$ cat src/rtl/lin_to_log_encoder.sv
// Sequential signed-linear to sign/log2 fixed-point encoder (leading-one + iterative squaring).
// Defaults for WBITS/FRACBITS come from size.v macros when defined; LOG_ROUND_EN enables rounding.
`ifndef WBITS
`define WBITS 8
`endif
`ifndef FRACBITS
`define FRACBITS 4
`endif

module lin_to_log_encoder #(
    parameter int unsigned WBITS    = `WBITS,
    parameter int unsigned FRACBITS = `FRACBITS,
    parameter int unsigned LINBITS  = 16,
    parameter int unsigned GBITS    = FRACBITS + 4
) (
    input  logic               clk,
    input  logic               rst,
    input  logic               in_valid,
    output logic               in_ready,
    input  logic [LINBITS-1:0] lin_in,
    output logic               out_valid,
    input  logic               out_ready,
    output logic [WBITS-1:0]   log_out,
    output logic               sign_out,
    output logic               zero_out
);

    localparam int unsigned IBITS = WBITS - FRACBITS;
    localparam int unsigned MBITS = GBITS + 1;
    localparam int unsigned QBITS = 2 * MBITS;
`ifdef LOG_ROUND_EN
    localparam int unsigned NITER = FRACBITS + 1;
`else
    localparam int unsigned NITER = FRACBITS;
`endif
    localparam int unsigned KBITS = $clog2(NITER + 1);

    // The integer field must hold the leading-one index of any magnitude.
    if (IBITS < $clog2(LINBITS)) begin : g_width_check
        $fatal(1, "lin_to_log_encoder: integer field too narrow for LINBITS");
    end

    typedef enum logic [1:0] {StIdle, StNorm, StIter, StDone} state_e;

    state_e             state_q, state_d;
    logic               sign_q, sign_d;
    logic [LINBITS-1:0] mag_q, mag_d;
    logic [MBITS-1:0]   m_q, m_d;
    logic [WBITS-1:0]   acc_q, acc_d;
    logic [KBITS-1:0]   k_q, k_d;
    logic [WBITS-1:0]   log_q, log_d;
    logic               sign_out_q, sign_out_d;
    logic               zero_q, zero_d;

    int unsigned                lead;
    logic [LINBITS-1:0]         norm;
    logic [LINBITS+GBITS-1:0]   norm_ext;
    logic [MBITS-1:0]           m_norm;
    logic [QBITS-1:0]           sq;
    logic                       sq_bit;
    logic [MBITS-1:0]           m_sq;
    logic [WBITS-1:0]           acc_shift;

    always_comb begin
        lead = 0;
        for (int i = 0; i < LINBITS; i++) begin
            if (mag_q[i]) lead = i;
        end
        norm     = mag_q << (LINBITS - 1 - lead);
        norm_ext = {norm, {GBITS{1'b0}}};
        m_norm   = norm_ext[LINBITS+GBITS-1 -: MBITS];

        // m in [1,2) so m*m in [1,4): the top bit says whether the square reached 2.
        sq        = QBITS'(m_q) * QBITS'(m_q);
        sq_bit    = sq[QBITS-1];
        m_sq      = sq_bit ? sq[QBITS-1 -: MBITS] : sq[QBITS-2 -: MBITS];
        acc_shift = {acc_q[WBITS-1:FRACBITS], FRACBITS'({acc_q[FRACBITS-1:0], sq_bit})};
    end

    always_comb begin
        state_d    = state_q;
        sign_d     = sign_q;
        mag_d      = mag_q;
        m_d        = m_q;
        acc_d      = acc_q;
        k_d        = k_q;
        log_d      = log_q;
        sign_out_d = sign_out_q;
        zero_d     = zero_q;
        unique case (state_q)
            StIdle: begin
                if (in_valid) begin
                    sign_d  = lin_in[LINBITS-1];
                    mag_d   = lin_in[LINBITS-1] ? -lin_in : lin_in;
                    state_d = StNorm;
                end
            end
            StNorm: begin
                if (mag_q == '0) begin
                    log_d      = {1'b1, {(WBITS-1){1'b0}}};
                    zero_d     = 1'b1;
                    sign_out_d = 1'b0;
                    state_d    = StDone;
                end else begin
                    m_d     = m_norm;
                    acc_d   = {IBITS'(lead), {FRACBITS{1'b0}}};
                    k_d     = '0;
                    state_d = StIter;
                end
            end
            StIter: begin
                m_d = m_sq;
                k_d = k_q + 1'b1;
`ifdef LOG_ROUND_EN
                if (k_q == KBITS'(FRACBITS)) begin
                    // Guard bit: round {p, fraction} up, carry may reach the integer field.
                    log_d      = acc_q + WBITS'(sq_bit);
                    sign_out_d = sign_q;
                    zero_d     = 1'b0;
                    state_d    = StDone;
                end else begin
                    acc_d = acc_shift;
                end
`else
                acc_d = acc_shift;
                if (k_q == KBITS'(FRACBITS - 1)) begin
                    log_d      = acc_shift;
                    sign_out_d = sign_q;
                    zero_d     = 1'b0;
                    state_d    = StDone;
                end
`endif
            end
            StDone: begin
                if (out_ready) state_d = StIdle;
            end
            default: state_d = StIdle;
        endcase
    end

    always_ff @(posedge clk or posedge rst) begin
        if (rst) begin
            state_q    <= StIdle;
            sign_q     <= 1'b0;
            mag_q      <= '0;
            m_q        <= '0;
            acc_q      <= '0;
            k_q        <= '0;
            log_q      <= '0;
            sign_out_q <= 1'b0;
            zero_q     <= 1'b0;
        end else begin
            state_q    <= state_d;
            sign_q     <= sign_d;
            mag_q      <= mag_d;
            m_q        <= m_d;
            acc_q      <= acc_d;
            k_q        <= k_d;
            log_q      <= log_d;
            sign_out_q <= sign_out_d;
            zero_q     <= zero_d;
        end
    end

    assign in_ready  = (state_q == StIdle);
    assign out_valid = (state_q == StDone);
    assign log_out   = log_q;
    assign sign_out  = sign_out_q;
    assign zero_out  = zero_q;

endmodule

$ cat config.mk
export PLATFORM = sky130hd
export DESIGN_NAME = lin_to_log_encoder
export DESIGN_NICKNAME = d
export VERILOG_FILES = /design/src/rtl/lin_to_log_encoder.sv
export SDC_FILE = /design/constraint.sdc
export NUM_CORES = 1
export LEC_CHECK = 0
export ABC_AREA = 1
export CAP_MARGIN = 20
export CORE_ASPECT_RATIO = 2
export CORE_MARGIN = 5
export CORE_UTILIZATION = 60
export DETAILED_ROUTE_END_ITERATION = 16
export PLACE_DENSITY = 0.81
export SLEW_MARGIN = 20
export SYNTH_ARGS = -nofsm -noshare
export SYNTH_HDL_FRONTEND = slang
export SYNTH_SLANG_ARGS = --single-unit
$ cat constraint.sdc
create_clock -name clk -period 6.11 [get_ports clk]
set_input_delay 1.222 -clock clk [delete_from_list [all_inputs] [get_ports clk]]
set_output_delay 1.222 -clock clk [all_outputs]
set_load 0.03 [all_outputs]
Yosys cells after proc, flatten, opt, wreduce, memory -nomap -nowiden
Cells that the tools add are included.
- flip-flop bits (word level): 48
- latch bits: 0
- memory bits (writable): 0
- bits in read-only memories: 0
- input bits: 20
- output and inout bits: 12
- logic and storage cells: 71
- memories kept: 0
- add/subtract/negate cells: 3
- multiply operators: 1
- divide/modulo/power cells: 0
- $lt $le $gt $ge: 0
- equal/unequal tests: 9
- shift-type cells: 1
- mux-type cells: 37
- bitwise operators: 2
- reductions and logical operators: 8
- operator list (cell ; count):
    $mux W32 ; 14
    $pmux W8 S2 ; 2
    $shl A16 B32 Y16 ; 1
    $sub A4 B32 Y32 const A ; 1
    $mux W8 ; 3
    $mul A9 B9 Y18 ; 1
    $mux W9 ; 2
    $pmux W9 S2 ; 1
    $logic_not A16 Y1 ; 1
    $mux W16 ; 1
    $neg A16 Y16 ; 1
    $reduce_and A3 Y1 ; 3
    $ne A2 B2 Y1 const B ; 4
    $pmux W2 S4 ; 1
    $mux W1 ; 6
    $mux W2 ; 3
    $pmux W3 S2 ; 1
    $eq A2 B2 Y1 const B ; 2
    $pmux W1 S2 ; 2
    $reduce_and A2 Y1 ; 2
    $add A3 B1 Y3 const B ; 1
    $eq A3 B2 Y1 const B ; 1
    $mux W3 ; 1
    $eq A2 B1 Y1 const B ; 1
    4 further kinds ; 5

Longest topological paths before layout
- depth after elaboration: 19
- depth in mapped cells: 26

Worst setup path before layout
No wires, ideal clock.
- kind: register to register
- start: register m_q[6]
- end: register m_q[7]
- library setup time: 0.117 ns
- arrival time: 4.383 ns
- data required time: 5.993 ns
- setup slack: 1.610 ns
- cell stages (with the launch flop): 23
- path buffers: 1
- period minus slack after synthesis: 4.500 ns
- cells stage by stage: dfrtp_1 clkbuf_1 nand2_1 inv_1 fa_1 fa_1 fa_1 inv_1 fa_1 inv_1 ha_1 a21oi_1 o21ai_0 o21bai_1 nand2_1 o211ai_1 nand2_1 nand2_1 xor2_1 o211ai_1 nand2_1 nand2_1 nand2_1
- longest elaborated chain between the ends: 3
- ends and longest elaborated chain (item ; RTL line ; text):
    start, declared ; 48 ; logic [MBITS-1:0] m_q, m_d;
    start signal, assigned ; 156 ; m_q <= m_d;
    $mul A9 B9 Y18 ; 74 ; sq = QBITS'(m_q) * QBITS'(m_q);
    $mux W9 ; 76 ; m_sq = sq_bit ? sq[QBITS-1 -: MBITS] : sq[QBITS-2 -: MBITS];
    $pmux W9 S2 ; 90 ; unique case (state_q)
Every way passes these cells.
A chain may end at the register's enable or synchronous reset.

Final worst setup path
- start: register m_q[6]
- end: register m_q[5]
Same word-level chain as after synthesis.

==> run summary <==
=====================================================================================================
Outcome                                                                                  finished clean
CP Buf/Inv Count                                                                                    3
Ordered cell list for the critical path                                                  nand2_1 > inv_1 > fa_1 > fa_1 > fa_1 > inv_1 > fa_1 > inv_1 > ha_1 > a21oi_1 > o21ai_0 > o21bai_1 > nand2_1 > nand2_1 > nand3_1 > nand2_1 > xnor2_1 > nand2_1 > nand3_1 > nand3_1 > nand2_1 > nand2_1
Multiplexer share of the synthesized area                                                          0%
Nets                                                                                              825
Row cnt                                                                                            47
Critical path required time                                                                   6.29 ns
Number of endpoints with negative hold slack in the final report                                    0
Unrepaired setup endpoints after global routing                                                 false
Net count after synthesis                                                                         809
RePlAce Congestion                                                                               1.00
Share of the synthesized netlist area taken by xor and xnor gates                               4.96%
Final Skew                                                                                 0.00253 ns
Via density per instance                                                                         5.47
Most used routing layer                                                                          met2
Clock Latency Late Sink                                                                       0.29 ns
I/O pins                                                                                           32
Number of non-filler instances in the completed layout                                            831
Dominant cells by area after synthesis                                                   sky130_fd_sc_hd__dfrtp_1 (23%), sky130_fd_sc_hd__nand2_1 (14%), sky130_fd_sc_hd__fa_1 (13%)
Critical path's top delay family                                                          adder cells
Final max-slew violation count                                                                      0
Core area                                                                                 0.00829 mm²
Cell with the most instances after synthesis                                             sky130_fd_sc_hd__nand2_1
Detailed-route DRC error count                                                                      0
Number of synthesized flops with an enable pin                                                      0
GR Util met1                                                                                    21.1%
Num CTS Buffers                                                                                     5
Hold Crit Class                                                                            reg -> reg
Pin count of the biggest net entering global routing                                               49
Gate Count Post-Synth                                                                             717
CP most frequent cell                                                                    sky130_fd_sc_hd__nand2_1
Critical Path Sink Type                                                                      register
Final period demand of the worst path                                                         4.98 ns
Met3 Use GR                                                                                     2.71%
Post-synthesis compound-gate area fraction                                                      10.2%
Final-report setup violation count                                                                  0
Number of antenna violations at the first check in global routing                                   0
Share of final-layout standard cells stronger than drive strength 1                             3.82%
Worst stage delay on the critical path                                                        0.62 ns
Portion of the post-synthesis area used by sequential elements                                  23.4%
Buffers inserted during post-CTS setup optimization                                                 0
Wire length of the first global-routing pass                                                20,900 µm
Total track usage                                                                               25.3%
Maximum count of clock buffers along a single path                                                  2
Proportion of synthesized flip-flops having asynchronous set or reset                            100%
Total Wirelength                                                                            12,500 µm
Post-cts resize count                                                                               0
Worst Setup Start Kind                                                                       register
Via count of the first global-routing pass                                                      4,793
Fin crit share                                                                                  81.6%
Library cell with the largest summed area after synthesis                                sky130_fd_sc_hd__dfrtp_1
Cell types with the highest counts after synthesis                                       sky130_fd_sc_hd__nand2_1 (192), sky130_fd_sc_hd__inv_1 (145), sky130_fd_sc_hd__nand3_1 (64)
Synth Area per Inst                                                                          7.15 µm²
Pre-CTS setup slack                                                                           1.14 ns
Wire length per cell                                                                          15.0 µm
Worst Setup Path Type                                                                      reg -> reg
Max stage delay cell, worst path                                                         sky130_fd_sc_hd__dfrtp_1
Cell area after synthesis                                                                 0.00512 mm²
Count of antenna diodes in the layout                                                               0
Maximum fanout along the worst path                                                                14
Number of detailed-routing iterations run before antenna repair                                     5
Top flip-flop cell by instance count after synthesis                                     sky130_fd_sc_hd__dfrtp_1
Maximum capacitance violations                                                                      0
Sum Neg Setup Slack                                                                              0 ns
Detailed-placement wirelength estimate                                                      10,700 µm
TritonCTS clock tree                                                                             done
Proportion of netlist area held by the largest area contributor                                 23.4%
Num Clock Sinks                                                                                    48
Max transition margin                                                                           33.8%
Initial standard-cell utilization of the core                                                   61.8%
Arrival time at the worst endpoint                                                            5.17 ns
Post-synthesis share of cell area spent on full adders, half adders and majority gates          22.3%
Antenna violation net count after detailed routing                                                  0
Met2 global-route usage                                                                         51.1%
Least-Margin Pin Slew                                                                        0.986 ns
Number of register bits inferred by synthesis                                                      48
Root buf cell                                                                            sky130_fd_sc_hd__clkbuf_16
Main combinational cell family by area after synthesis                                   simple AND/OR/NAND/NOR gates
Final cell utilization of the core                                                              67.5%
X dimension of the die                                                                        75.4 µm
Via count                                                                                       4,548
Synth-to-layout area growth                                                                     9.25%
Number of instances in the placed design                                                          824
Final critical-path setup slack                                                               1.13 ns
CTS H-tree lvls                                                                                     2
Highest achievable clock rate                                                                 201 MHz
Area of the die                                                                            0.0106 mm²
Die Ht                                                                                         141 µm
Clock Pin Slew Worst Setup and Hold Paths                                                     0.06 ns
Overflow left after global routing                                                                  0
Number of buffers added on ports                                                                   31
Post-CTS Hold Buffers                                                                               0
Cell variety after synth                                                                           41
Fraction of the mapped netlist area in simple logic gates                                       25.6%
DRC violation total after the first TritonRoute iteration                                         213
Number of warnings reported in the yosys synthesis log                                              0
=====================================================================================================
-- cells in the final DEF (no fill, tap or decap), drive strengths merged --
cell type      instances
clkdlybuf4s50         31
dfrtp                 48
xnor2                  5
clkinv                 3
nor3                  11
inv                  149
ha                    40
nand3                 65
nand2                197
xor2                  24
nor4                   1
nand3b                 1
o31ai                  7
clkbuf                 6
buf                    2
fa                    32
o21bai                 3
o211ai                 5
or2                    1
o41ai                  1
a221oi                 1
nand4                  4
a31oi                  5
o21ai                 45
a31o                   1
nor2                  23
o22ai                  3
a21oi                 19
-- logic make-up (layout without fill, tap and decap cells) --
logic type / after synthesis / in the layout
compound gates: 90 / 90
xor+xnor: 29 / 29
buf+inv: 175 / 191
fa+ha+maj: 72 / 72
flops: 48 / 48
simple gates: 303 / 303
-- flip-flops by register name, indices dropped and copies added, names as in the netlist --
register  count
mag_q        16
m_q           9
log_out       8
state_q       2
sign_out      1
zero_out      1
k_q           3
sign_q        1
acc_q         7
-- per-layer routing --
layer / up-vias / wire length, µm / share of wire, %
li1: 2269 / - / -
met1: 2128 / 3890 / 31
met2: 101 / 7540 / 60
met3: 50 / 266 / 2.1
met4: 0 / 799 / 6.4
met5: - / 0 / 0
-- area by class of cell --
type,instances,area (µm²)
Clock inverter,1,8.76
Clock buffer,6,139
Fill cell,741,2690
Tap cell,98,123
Timing Repair Buffer,33,325
Multi-Input combinational cell,494,3230
Sequential cell,48,1200
Inverter,151,571
-- through the flow --
step / hold WS (ns) / area [µm²]
2_1_floorplan: 0.446 / 5120
3_3_place_gp: 0.457 / 5450
3_5_place_dp: 0.466 / 5450
4_1_cts: 0.482 / 5600
5_1_grt: 0.514 / 5600
6_report: 0.482 / 5600
-- worst min-delay path: cells and delay by family (launching register included) --
kind	cells	cell delay (ns)
and+or+nand+nor	2	0.10
DFF	1	0.35
-- path summary, 6_finish.rpt --
check / slack, ns / depth (start not counted) / end / start
max: 1.13 / 22 / m_q[5]$_DFFE_PP0P_ / m_q[6]$_DFFE_PP0P_
min: 0.48 / 2 / k_q[1]$_DFFE_PP0P_ / k_q[1]$_DFFE_PP0P_
max reg2reg: 1.13 / 22 / m_q[5]$_DFFE_PP0P_ / m_q[6]$_DFFE_PP0P_
min reg2reg: 0.48 / 2 / k_q[1]$_DFFE_PP0P_ / k_q[1]$_DFFE_PP0P_
max in group asynchronous: 4.22 / 2 / m_q[7]$_DFFE_PP0P_ / rst
min in group asynchronous: 1.38 / 2 / log_out[7]$_DFFE_PP0P_ / rst
Power is not shown: default switching activity piles up to over one toggle a cycle in this logic, so the estimate is an artifact.
==> patch 1, RTL diff (config.mk and constraints unchanged) <==
Make the reset (`rst`) synchronous in one clocked block.
--- a/src/rtl/lin_to_log_encoder.sv
+++ b/src/rtl/lin_to_log_encoder.sv
@@ -138,7 +138,7 @@
         endcase
     end
 
-    always_ff @(posedge clk or posedge rst) begin
+    always_ff @(posedge clk) begin
         if (rst) begin
             state_q    <= StIdle;
             sign_q     <= 1'b0;
Formal check against the unedited RTL: differs if rst is asserted again (counterexample within 4 cycles, from zero or initial values and one cycle with rst high); with rst held inactive, the same outputs for 10 cycles.
==> patch 1 against the unedited design <==
- sequential cell count stayed put
- critical path depth stayed put
- final area down 1.6%
- worst setup slack worse by 0.061 ns
- routed wire length down 1.3%
- first-iteration DRC count shrank 23%
- die area down 0.35%
- global-route usage decreased by 0.13 points
- synthesized area down 0.39%
- largest cell class unchanged
Power is left out: it rests on default switching activity, and per cell area and clock period it moved more than threefold.
==> patch 1: results (changes against the unedited design) <==
outcome=completed (unchanged); vias in the first global route=4923 (was 4793); most frequent cells after synthesis=nand2_1, inv_1, nand3_1 (unchanged); Netlist cell types=45 (was 41); Hold Crit Start=k_q[0]$_SDFFE_PP0P_ (was k_q[1]$_DFFE_PP0P_); relative max-transition margin=0.349 (was 0.338); DP HPWL=10200 um (was 10700 um); Seq/Total Area, Yosys=0.188 (was 0.234); Post CTS Setup Buffer Count=0 (unchanged); ratio of cells with drive above 1 in the final layout=0.0340 (was 0.0382); routed vias/inst=5.48 (was 5.47); port bufs=31 (unchanged); Final GP Congestion=0.977 (was 1.00); FFs w/ async S/R, synth=0 (was 1.00); overall routing resource usage=0.252 (was 0.253); Post-Synthesis Net Count=847 (was 809); first-pass GRT wire length=21100 um (was 20900 um); CP startpoint=m_q[6]$_SDFFE_PP0P_ (was m_q[6]$_DFFE_PP0P_); Final Skew=0.00360 ns (was 0.00253 ns); pre-CTS WS=1.13 ns (was 1.14 ns); nets@finish=856 (was 825); Synth area leaders=dfxtp_1, fa_1, nand2_1 (was dfrtp_1, nand2_1, fa_1); wire per inst=14.3 um (was 15.0 um); worst hold path type=reg2reg (unchanged); 1st-iter DRT viols=163 (was 213); commonest register cell after synthesis=dfxtp_1 (was dfrtp_1); via count=4731 (was 4548); Fillers=780 (was 741); Critical Path AT=5.24 ns (was 5.17 ns); GR Util met1=0.232 (was 0.211); First-pass DRT Iterations=7 (was 5); drc violations=0 (unchanged); met2 Usage GRT=0.489 (was 0.511)
patch 1: changes by cell type after synthesis, moves of 6 or more:
cell,change
a21oi_1,+36
dfxtp_1,+48
nand4_1,+6
nand3_1,+13
nand2_1,-29
o31ai_1,-6
inv_1,+9
nor2_1,+9
dfrtp_1,-48
patch 1: through the flow:
stage | hold slack (ns) | cell area (sq um)
2_1_floorplan | 0.443 | 5100
3_3_place_gp | 0.454 | 5360
3_5_place_dp | 0.460 | 5360
4_1_cts | 0.472 | 5510
5_1_grt | 0.489 | 5510
6_report | 0.469 | 5510
patch 1: area by class of cell:
class	count	area share
Tap cell	98	0.0223
Timing Repair Buffer	31	0.0563
Clock buffer	6	0.0252
Sequential cell	48	0.174
Clock inverter	2	0.00272
Inverter	158	0.108
Multi-Input combinational cell	520	0.611
patch 1: kinds of logic after synthesis:
family | after synthesis | synth area share
adders and majority gates | 72 | 0.224
and+or+nand+nor | 303 | 0.257
buffers and inverters | 187 | 0.152
AOI/OAI and AO/OA | 118 | 0.134
xor gates and xnor gates | 27 | 0.0463
DFF | 48 | 0.188
patch 1: metal layers:
metal,up-vias,wire [um]
met5,-,0
met4,0,764
li1,2403,-
met3,43,284
met2,105,7160
met1,2180,4120
patch 1: worst max-delay path, cell delays in order, from the launching register on:
cell,delay [ns]
dfxtp_1,0.60
nand2_1,0.19
fa_1,0.61
inv_1,0.07
fa_1,0.49
inv_1,0.05
fa_1,0.48
fa_1,0.55
inv_1,0.04
ha_1,0.34
a21oi_1,0.21
o21ai_0,0.13
a21o_2,0.23
nand2_1,0.06
nand2_1,0.07
a21boi_1,0.20
o21ai_1,0.10
xor2_1,0.18
nand2_1,0.08
nand2_1,0.08
nand3_1,0.08
nand2_1,0.07
inv_1,0.03
patch 1: final timing paths:
kind                                            end  slack, ns  cells after the start
worst min register to register  k_q[0]$_SDFFE_PP0P_       0.47                      1
worst max register to register  m_q[7]$_SDFFE_PP0P_       1.07                     22
worst min-delay path            k_q[0]$_SDFFE_PP0P_       0.47                      1
worst max-delay path            m_q[7]$_SDFFE_PP0P_       1.07                     22
==> patch 2, RTL diff (same flow settings) <==
Made on the original files. `LINBITS`: 16 -> 8.
--- a/src/rtl/lin_to_log_encoder.sv
+++ b/src/rtl/lin_to_log_encoder.sv
@@ -10,7 +10,7 @@
 module lin_to_log_encoder #(
     parameter int unsigned WBITS    = `WBITS,
     parameter int unsigned FRACBITS = `FRACBITS,
-    parameter int unsigned LINBITS  = 16,
+    parameter int unsigned LINBITS  = 8,
     parameter int unsigned GBITS    = FRACBITS + 4
 ) (
     input  logic               clk,
Interface: changed (resized lin_in); port bits go from 32 to 24. No check against the original RTL was run, so the function may have changed too.
==> patch 2 against the unedited design <==
- clock skew rose by 0.0034 ns
- sequential cell count fell by 9
- utilization barely moved
- die area fell by 11%
- non-clock buffer count fell by 9
- critical path depth fell by 2
- final area fell by 12%
- worst setup slack improved by 0.24 ns
- synthesized area fell by 12%
- routed wire length fell by 16%
Power is left out: the tool's default activity adds up to more than one toggle a clock period on the data nets, which glitch-free logic cannot reach.
==> patch 2: results (changes against the unedited design) <==
metal2 WL=6380 um (was 7540 um); overall routing resource usage=0.239 (was 0.253); synthesized flop and latch total=39 (was 48); Final Skew=0.00591 ns (was 0.00253 ns); area of the multi-input gates=0.00290 sq mm (was 0.00323 sq mm); nets@finish=727 (was 825); outcome=completed (unchanged); largest net degree at the start of global routing=40 (was 49); GR Util met1=0.214 (was 0.211); most frequent cells after synthesis=nand2_1, inv_1, ha_1 (was nand2_1, inv_1, nand3_1); DP Area=0.00477 sq mm (was 0.00545 sq mm); Cells after Synth=626 (was 717); Max Fanout on Critical Path=10 (was 14); Most flops, register=m_q (was mag_q); Critical Path AT=4.96 ns (was 5.17 ns); Fillers=632 (was 741); final worst-path cycle share=0.776 (was 0.816); routed vias/inst=5.35 (was 5.47); storage element area=976 sq um (was 0.00120 sq mm); Final GP Congestion=0.854 (was 1.00); Inverters=146 (was 151); Multi-In Gates=426 (was 494); R2R Setup Slk=1.37 ns (was 1.13 ns); Non-Clock Buffer Area Fraction=0.0481 (was 0.0581); Seq/Total Area, Yosys=0.216 (was 0.234)
[patch 2: path summary, 6_finish.rpt]
path                                   startpoint                      to
min in group asynchronous                     rst      k_q[2]$_DFFE_PP0P_
max in group asynchronous                     rst  log_out[7]$_DFFE_PP0P_
hold reg to reg            log_out[7]$_DFFE_PP0P_  log_out[7]$_DFFE_PP0P_
setup / recovery               m_q[3]$_DFFE_PP0P_      m_q[2]$_DFFE_PP0P_
setup reg to reg               m_q[3]$_DFFE_PP0P_      m_q[2]$_DFFE_PP0P_
hold / removal             log_out[7]$_DFFE_PP0P_  log_out[7]$_DFFE_PP0P_
[patch 2: logic make-up after synthesis]
| family | share of synthesized area |
|---|---|
| and+or+nand+nor | 0.267 |
| AOI/OAI and AO/OA | 0.0888 |
| adders and majority gates | 0.256 |
| DFF | 0.216 |
| xor gates and xnor gates | 0.0311 |
| buffers and inverters | 0.141 |
